File: src/rtl/mips_cpu_div_pkg.sv
// Shared types and constants for the MIPS DIV/DIVU iterative divider.
package mips_cpu_div_pkg;

  localparam int DEFAULT_WIDTH = 32;
  localparam logic [DEFAULT_WIDTH-1:0] DIV_ZERO_LO = '1;

  typedef enum logic [1:0] {
    IDLE,
    ITER,
    SIGN,
    DONE
  } div_state_t;

endpackage

File: src/rtl/mips_cpu_div_step.sv
// One combinational restoring-division step: conditional subtract and quotient shift-in.
module mips_cpu_div_step #(
  parameter int WIDTH = 32
) (
  input  logic [WIDTH-1:0] rem,
  input  logic [WIDTH-1:0] d,
  input  logic [WIDTH-1:0] q,
  output logic [WIDTH-1:0] rem_next,
  output logic [WIDTH-1:0] q_next,
  output logic             ge
);

  assign ge       = (rem >= d);
  assign rem_next = ge ? (rem - d) : rem;
  assign q_next   = {q[WIDTH-2:0], ge};

endmodule

File: src/rtl/mips_cpu_divider.sv
// Iterative shift-subtract divider for DIV/DIVU: magnitudes in, signed-corrected HI/LO out.
// state | meaning
// IDLE  | waiting for start; results held
// ITER  | one restoring step per cycle, divisor shifting right
// SIGN  | apply quotient/remainder negation, write HI/LO
// DONE  | one-cycle done pulse, back to IDLE
module mips_cpu_divider
  import mips_cpu_div_pkg::*;
#(
  parameter int WIDTH    = DEFAULT_WIDTH,
  parameter int MAX_ITER = 32
) (
  input  logic             clk,
  input  logic             rst_n,
  input  logic             start,
  input  logic [WIDTH-1:0] a_mag,
  input  logic [WIDTH-1:0] b_mag,
  input  logic [WIDTH-1:0] shiftb,
  input  logic             q_neg,
  input  logic             r_neg,
  output logic             busy,
  output logic             done,
  output logic             div_zero,
  output logic [WIDTH-1:0] hi,
  output logic [WIDTH-1:0] lo
);

  localparam int CW = (MAX_ITER > 1) ? $clog2(MAX_ITER) : 1;

  div_state_t state, state_next;

  logic [WIDTH-1:0] rem, d, q, b_reg;
  logic [CW-1:0]    count;
  logic             q_neg_r, r_neg_r;
  logic [WIDTH-1:0] step_rem, step_q;
  logic             step_ge;
  logic             iter_last;

  mips_cpu_div_step #(.WIDTH(WIDTH)) u_step (
    .rem      (rem),
    .d        (d),
    .q        (q),
    .rem_next (step_rem),
    .q_next   (step_q),
    .ge       (step_ge)
  );

  // The count cap keeps a malformed shiftb from looping forever.
  assign iter_last = (d == b_reg) || (count == CW'(MAX_ITER - 1));

  always_ff @(posedge clk or negedge rst_n) begin
    if (!rst_n) state <= IDLE;
    else        state <= state_next;
  end

  always_comb begin
    state_next = state;
    case (state)
      IDLE: begin
        if (start) begin
          if (b_mag == '0)        state_next = DONE;
          else if (a_mag < b_mag) state_next = SIGN;
          else                    state_next = ITER;
        end
      end
      ITER:    if (iter_last) state_next = SIGN;
      SIGN:    state_next = DONE;
      DONE:    state_next = IDLE;
      default: state_next = IDLE;
    endcase
  end

  assign busy = (state == ITER) || (state == SIGN);
  assign done = (state == DONE);

  always_ff @(posedge clk or negedge rst_n) begin
    if (!rst_n) begin
      rem      <= '0;
      d        <= '0;
      q        <= '0;
      b_reg    <= '0;
      count    <= '0;
      q_neg_r  <= 1'b0;
      r_neg_r  <= 1'b0;
      div_zero <= 1'b0;
      hi       <= '0;
      lo       <= '0;
    end else begin
      case (state)
        IDLE: begin
          if (start) begin
            rem      <= a_mag;
            d        <= shiftb;
            b_reg    <= b_mag;
            q        <= '0;
            count    <= '0;
            q_neg_r  <= q_neg;
            r_neg_r  <= r_neg;
            div_zero <= (b_mag == '0);
            if (b_mag == '0) begin
              hi <= a_mag;
              lo <= {WIDTH{DIV_ZERO_LO[0]}};
            end
          end
        end
        ITER: begin
          if (step_ge) rem <= step_rem;
          q <= step_q;
          if (!iter_last) begin
            d     <= d >> 1;
            count <= count + CW'(1);
          end
        end
        SIGN: begin
          lo <= q_neg_r ? -q : q;
          hi <= r_neg_r ? -rem : rem;
        end
        default: ;
      endcase
    end
  end

endmodule

File: config.mk
export PLATFORM = sky130hd
export DESIGN_NAME = mips_cpu_divider
export DESIGN_NICKNAME = d
export VERILOG_FILES = /design/src/rtl/mips_cpu_div_pkg.sv /design/src/rtl/mips_cpu_div_step.sv /design/src/rtl/mips_cpu_divider.sv
export SDC_FILE = /design/constraint.sdc
export NUM_CORES = 1
export LEC_CHECK = 0
export CAP_MARGIN = 20
export CORE_MARGIN = 1
export CORE_UTILIZATION = 55
export CTS_CLUSTER_SIZE = 16
export DETAILED_ROUTE_END_ITERATION = 10
export HOLD_SLACK_MARGIN = 0.15
export PLACE_DENSITY = 0.79
export SYNTH_ARGS = -nofsm -noshare
export SYNTH_HDL_FRONTEND = slang
export SYNTH_HIERARCHICAL = 1
export SYNTH_SLANG_ARGS = --single-unit
export TNS_END_PERCENT = 10
File: constraint.sdc
create_clock -name clk -period 9.6 [get_ports clk]
set_input_delay 1.92 -clock clk [delete_from_list [all_inputs] [get_ports clk]]
set_output_delay 1.92 -clock clk [all_outputs]
set_load 0.02 [all_outputs]
-- Word level (Yosys, flattened, before mapping)
Index checks and enable logic that the tools add are counted.
- latch bits: 0
- output and inout bits: 67
- memories: 0
- ROM bits: 0
- RAM bits: 0
- bits in registers: 202
- eq/ne operators: 10
- reductions and logical operators: 12
- $add $sub $neg: 4
- multipliers: 0
- mux-type cells: 24
- divide/modulo/power cells: 0
- shifts and indexed selects: 0
- bitwise operators: 0
- $lt $le $gt $ge: 2
- operators by type and width (cell ; count):
    two-way mux 32 bit ; 11
    one-hot mux 32 bit (2 select lines) ; 5
    negation 32 bit ; 2
    equality test 32 bit ; 1
    greater-or-equal comparator 32 bit ; 1
    zero test 32 bit ; 1
    less-than comparator 32 bit ; 1
    subtractor 32 bit ; 1
    two-way mux 5 bit ; 2
    != test 2 bit (second input constant) ; 5
    one-hot mux 5 bit (2 select lines) ; 1
    AND reduction 3 bit ; 3
    two-way mux 2 bit ; 4
    one-hot mux 2 bit (4 select lines) ; 1
    AND reduction 2 bit ; 3
    adder 5 x 1 -> 5 bit (second input constant) ; 1
    equality test 5 bit (second input constant) ; 1
    equality test 2 bit (second input constant) ; 2
    nonzero test 2 bit ; 2
    equality test 2 x 1 -> 1 bit (second input constant) ; 1
    zero test 2 bit ; 1
    logical OR 1 bit ; 2

-- Logic depth before layout (Yosys ltp)
- word-level depth: 5
- mapped depth: 16
- mapped depth without buffers: 13

-- By module
The synthesis kept the hierarchy.
- by module, submodules not included (module ; instances ; area each (um2) ; cells each):
    mips_cpu_divider ; 1 ; 11010.6 ; 1154
    mips_cpu_div_step ; 1 ; 2806.4 ; 388

-- Least setup slack after synthesis
OpenSTA, ideal clock, no wires.
- path kind: in2reg
- start point: in b_mag[27]
- end point: reg state[0]
- arrival time: 3552 ps
- library setup time: 137 ps
- stages: 8
- setup slack: 5910 ps
- required time: 9463 ps
- cells stage by stage: inv_1 > ha_1 > a2111oi_0 > o21ai_0 > a31o_2 > a221o_1 > nor3_1 > o221ai_1
- word-level cells in the longest chain between the ends: 5
- elaborated cells between the ends (all ways): 6
- RTL lines (what ; line ; source):
    start, declared ; mips_cpu_divider.sv:17 ; input logic [WIDTH-1:0] b_mag,
    less-than comparator 32 bit ; mips_cpu_divider.sv:62 ; else if (a_mag < b_mag) state_next = SIGN;
    two-way mux 2 bit ; mips_cpu_divider.sv:62 ;
    two-way mux 2 bit (*) ; mips_cpu_divider.sv:61 ; if (b_mag == '0) state_next = DONE;
    two-way mux 2 bit (*) ; mips_cpu_divider.sv:60 ; if (start) begin
    one-hot mux 2 bit (4 select lines) (*) ; mips_cpu_divider.sv:58 ; case (state)
    end signal, assigned ; mips_cpu_divider.sv:53 ; else state <= state_next;
    end, declared ; mips_cpu_divider.sv:30 ; div_state_t state, state_next;
Every way passes the cells marked *; elsewhere a longest branch is shown, timed or not. The select of a mux whose other input is x is not followed.
A chain may end at the register's enable or synchronous reset.

-- Final worst setup path
- start point: in b_mag[10]
- end point: reg lo[18]
- word-level cells in the longest chain between the ends: 3
- RTL lines (what ; line ; source):
    zero test 32 bit ; mips_cpu_divider.sv:100 ; if (b_mag == '0) begin
    != test 2 bit (no source line) ; n/a ;
    AND reduction 3 bit (no source line) ; n/a ;
    end signal, assigned ; mips_cpu_divider.sv:102 ; lo <= {WIDTH{DIV_ZERO_LO[0]}};
    end signal, assigned ; mips_cpu_divider.sv:115 ; lo <= q_neg_r ? -q : q;
    end, declared ; mips_cpu_divider.sv:25 ; output logic [WIDTH-1:0] lo
Every way passes these cells.

==> run_results.csv <==
group,metric,value,unit
status,status,"complete, no violations",
timing,fin_skew,0.0119,ns
timing,rsz0062_at_grt,"no",
global_route,use_met1,42.4,%
route,drt_iter0_markers,1214,
synthesis,ys_ff_latch,202,
synthesis,synth_area_leaders,"dfrtp_1 37%, ha_1 6.4%, a21oi_1 4.5%",
placed_design,port_buffers,167,
synthesis,synth_common_cells,"202 x dfrtp_1, 125 x a21oi_1, 123 x nand2_1, 94 x nor2_1, 90 x o21ai_0",
global_route,first_global_vias,11800,
floorplanning,core_area,0.0245,mm²
timing,period_needed,5.02,ns
placed_design,gp_congestion,0.955,
clock_tree,h-tree-depth,1,
synthesis,yosysMostFrequentCell,"dfrtp_1",
critical_path,crit_fanout,57,
critical_path,crit_buf_inv,1,
final_layout,syn_to_final_growth,18.7,%
final_layout,drive_above_1_share,6.68,%
floorplanning,pin_count,168,
min_path,hp-class,"reg2reg",
timing,tightest_slew,1.02,ns
min_path,hold-path-endpoint,"hi[11]$_DFFE_PN0P_",
final_layout,nFillCells,1957,
synthesis,syn_inst,1542,
synthesis,synthFlopType,"dfrtp_1",
critical_path,r2r-end,"rem[6]$_DFFE_PN0P_",
floorplanning,fp.dieH,161,µm
clock_tree,ctsResizeCount,0,
placed_design,preCtsSetupSlack,4.13,ns
critical_path,crit_cells,7,
floorplanning,placementRows,57,
route,wirelength,41200,µm
power,p_total,6450,µW
global_route,track_usage,31.8,%
global_route,antenna_found_initial,1,
placed_design,dp_hpwl,29700,µm
min_path,whs_path_depth,2,
floorplanning,start_util,56.5,%
critical_path,slowest_stage,"a21o_2",
critical_path,cp_slowest_stage_delay,0.85,ns
power,p_leak,0.00710,µW
global_route,grtUsageMet3,5.40,%
timing,layout_setup_ws,4.58,ns
timing,final-setup-viol-count,0,
power,ir_drop,0.248,mV
synthesis,ys_types,73,
route,viasPerCell,6.30,
global_route,grt-busiest-layer,"met2",
critical_path,reg2reg_slack,5.68,ns
critical_path,reg2reg_from,"d[2]$_DFFE_PN0P_",
synthesis,yosysTopAreaCellShare,36.6,%
floorplanning,die_x,161,µm
critical_path,crit_type,"in2reg",
critical_path,path_cells,"clkdlybuf4s50_1 > nor4_1 > nand4_1 > nor2_1 > a21o_2 > nand2_1 > o22a_1",
floorplanning,dieArea,0.0258,mm²
critical_path,cp.arrival,5.44,ns
timing,hold_viol,0,
synthesis,synthesis.nets,1715,
timing,holdWs,0.478,ns
route,drc_errors,0,
critical_path,start_kind,"input port",
critical_path,crit_start,"b_mag[10]",
synthesis,synth_area_leader_cell,"dfrtp_1",
timing,fin_setup_tns,0,ns
clock_tree,post_cts_buffers,0,
final_layout,instances_no_fill,1972,
clock_tree,clk_path_buf_depth,3,
global_route,globalRouteMet2Util,48.9,%
clock_tree,clk_latency,0.53,ns
timing,fmax,199,MHz
synthesis,synth-edff-count,0,
synthesis,ys_async_sr_fraction,100,%
clock_tree,cts.sink_count,202,
critical_path,rr_worst_depth,13,
timing,maxSlewViolCount,0,
critical_path,cp_top_family,"simple AND/OR/NAND/NOR gates",
synthesis,seq_area_frac_synth,36.6,%
global_route,grt_overflow,0,
clock_tree,cts_buffers,24,
synthesis,ys_warn_count,6,
route,vias,12400,
clock_tree,cts_tree,"yes",
route,ant_nets,0,
power,power_density,393,mW/mm²
synthesis,syn-cell-area,0.0138,mm²
critical_path,critPathCaptureType,"flop",
job,drv_cap,0,
global_route,grt_pass1_wl,64900,µm
critical_path,worstPathRequired,10.01,ns
final_layout,fin_nets,1803,
route,wire_per_inst,20.9,µm
clock_tree,clk_pin_slew_worst_paths,0.06,ns
timing,finalCritPeriodShare,52.3,%
min_path,min_from,"hi[11]$_DFFE_PN0P_",
clock_tree,holdBufCountCts,0,
global_route,grt_max_degree,77,
synthesis,synth_area_per_cell,8.96,µm²
route,firstDrtPassIters,5,
placed_design,placedCellCount,1924,
timing,slew_headroom,31.7,%
clock_tree,cts-root-buf,"clkbuf_16",
cells in the final DEF (no fill, tap or decap), types with 18 or more instances in the layout:
cell type,synthesis,layout
clkbuf_16,0,24
o22ai_1,65,65
xor2_1,52,52
nand3_1,20,20
a21oi_1,125,123
clkdlybuf4s50_1,0,166
nand2_1,123,122
nand4_1,21,21
nor2_1,94,93
a21o_1,24,23
mux2i_1,62,62
ha_1,71,69
o21ai_0,90,90
nor3_1,18,18
nor4_1,24,24
o31ai_1,27,27
inv_1,88,88
xnor2_1,54,54
a31oi_1,23,23
o211ai_1,21,21
dfrtp_1,202,202
a22o_1,31,31
power by group:
group | switching (µW) | internal, µW | leakage, µW
Combinational | 2150 | 1690 | 0.00428
Sequential | 409 | 1180 | 0.00239
Clock | 376 | 646 | 0.000438
stage by stage:
stage | utilization [%] | cell area [µm²]
finish | 67.1 | 16400
global route | 67.1 | 16400
global placement | 63.0 | 15400
detailed placement | 63.0 | 15400
floorplan | - | 13800
CTS | 66.6 | 16300
logic make-up (layout without fill, tap and decap cells):
kind of cell | after synthesis | after routing | synth area share (%)
AOI/OAI and AO/OA | 499 | 499 | 23.5
and+or+nand+nor | 366 | 366 | 12.7
xor gates and xnor gates | 106 | 106 | 6.72
buffers and inverters | 209 | 314 | 6.85
muxes | 88 | 88 | 7.07
DFF | 202 | 202 | 36.6
adders and majority gates | 72 | 72 | 6.57
other | 0 | 1 | 0
worst reg2reg max path, cell delays in order, from the launching register on:
cell	delay, ns
dfrtp_1	0.51
inv_1	0.15
ha_1	0.36
nor2b_1	0.19
o31ai_4	0.27
a21oi_1	0.14
o311ai_2	0.33
nand3_2	0.20
a21oi_4	0.46
inv_6	0.23
o21a_2	0.51
buf_16	0.28
nor2_1	0.14
a21oi_1	0.05
per-layer routing:
| layer | share of wire, % | wire length (µm) |
|---|---|---|
| met5 | 0 | 0 |
| met4 | 6.1 | 2530 |
| met3 | 7.1 | 2920 |
| met2 | 45 | 18400 |
| met1 | 42 | 17400 |
how the worst max path moves through the flow:
| stage | end | slack (ns) |
|---|---|---|
| global route | lo[18]$_DFFE_PN0P_ | 4.34 |
| floorplan | state[0]$_DFFE_PN0P_ | 5.91 |
| finish | lo[18]$_DFFE_PN0P_ | 4.58 |
| detailed placement | lo[18]$_DFFE_PN0P_ | 4.13 |
| CTS | lo[18]$_DFFE_PN0P_ | 4.65 |
| global placement | lo[18]$_DFFE_PN0P_ | 4.13 |
final cells by class:
type / instances / area, µm² / area share, %
repair buffers: 181 / 1850 / 11.3
clock inverters: 10 / 189 / 1.15
clock buffers: 33 / 704 / 4.29
well taps: 324 / 405 / 2.47
inverters: 90 / 343 / 2.09
flip-flops and latches: 202 / 5050 / 30.8
multi-input cells: 1131 / 7860 / 47.9
diodes: 1 / 2.50 / 0.0153
Power figures use the tool's default switching activity.
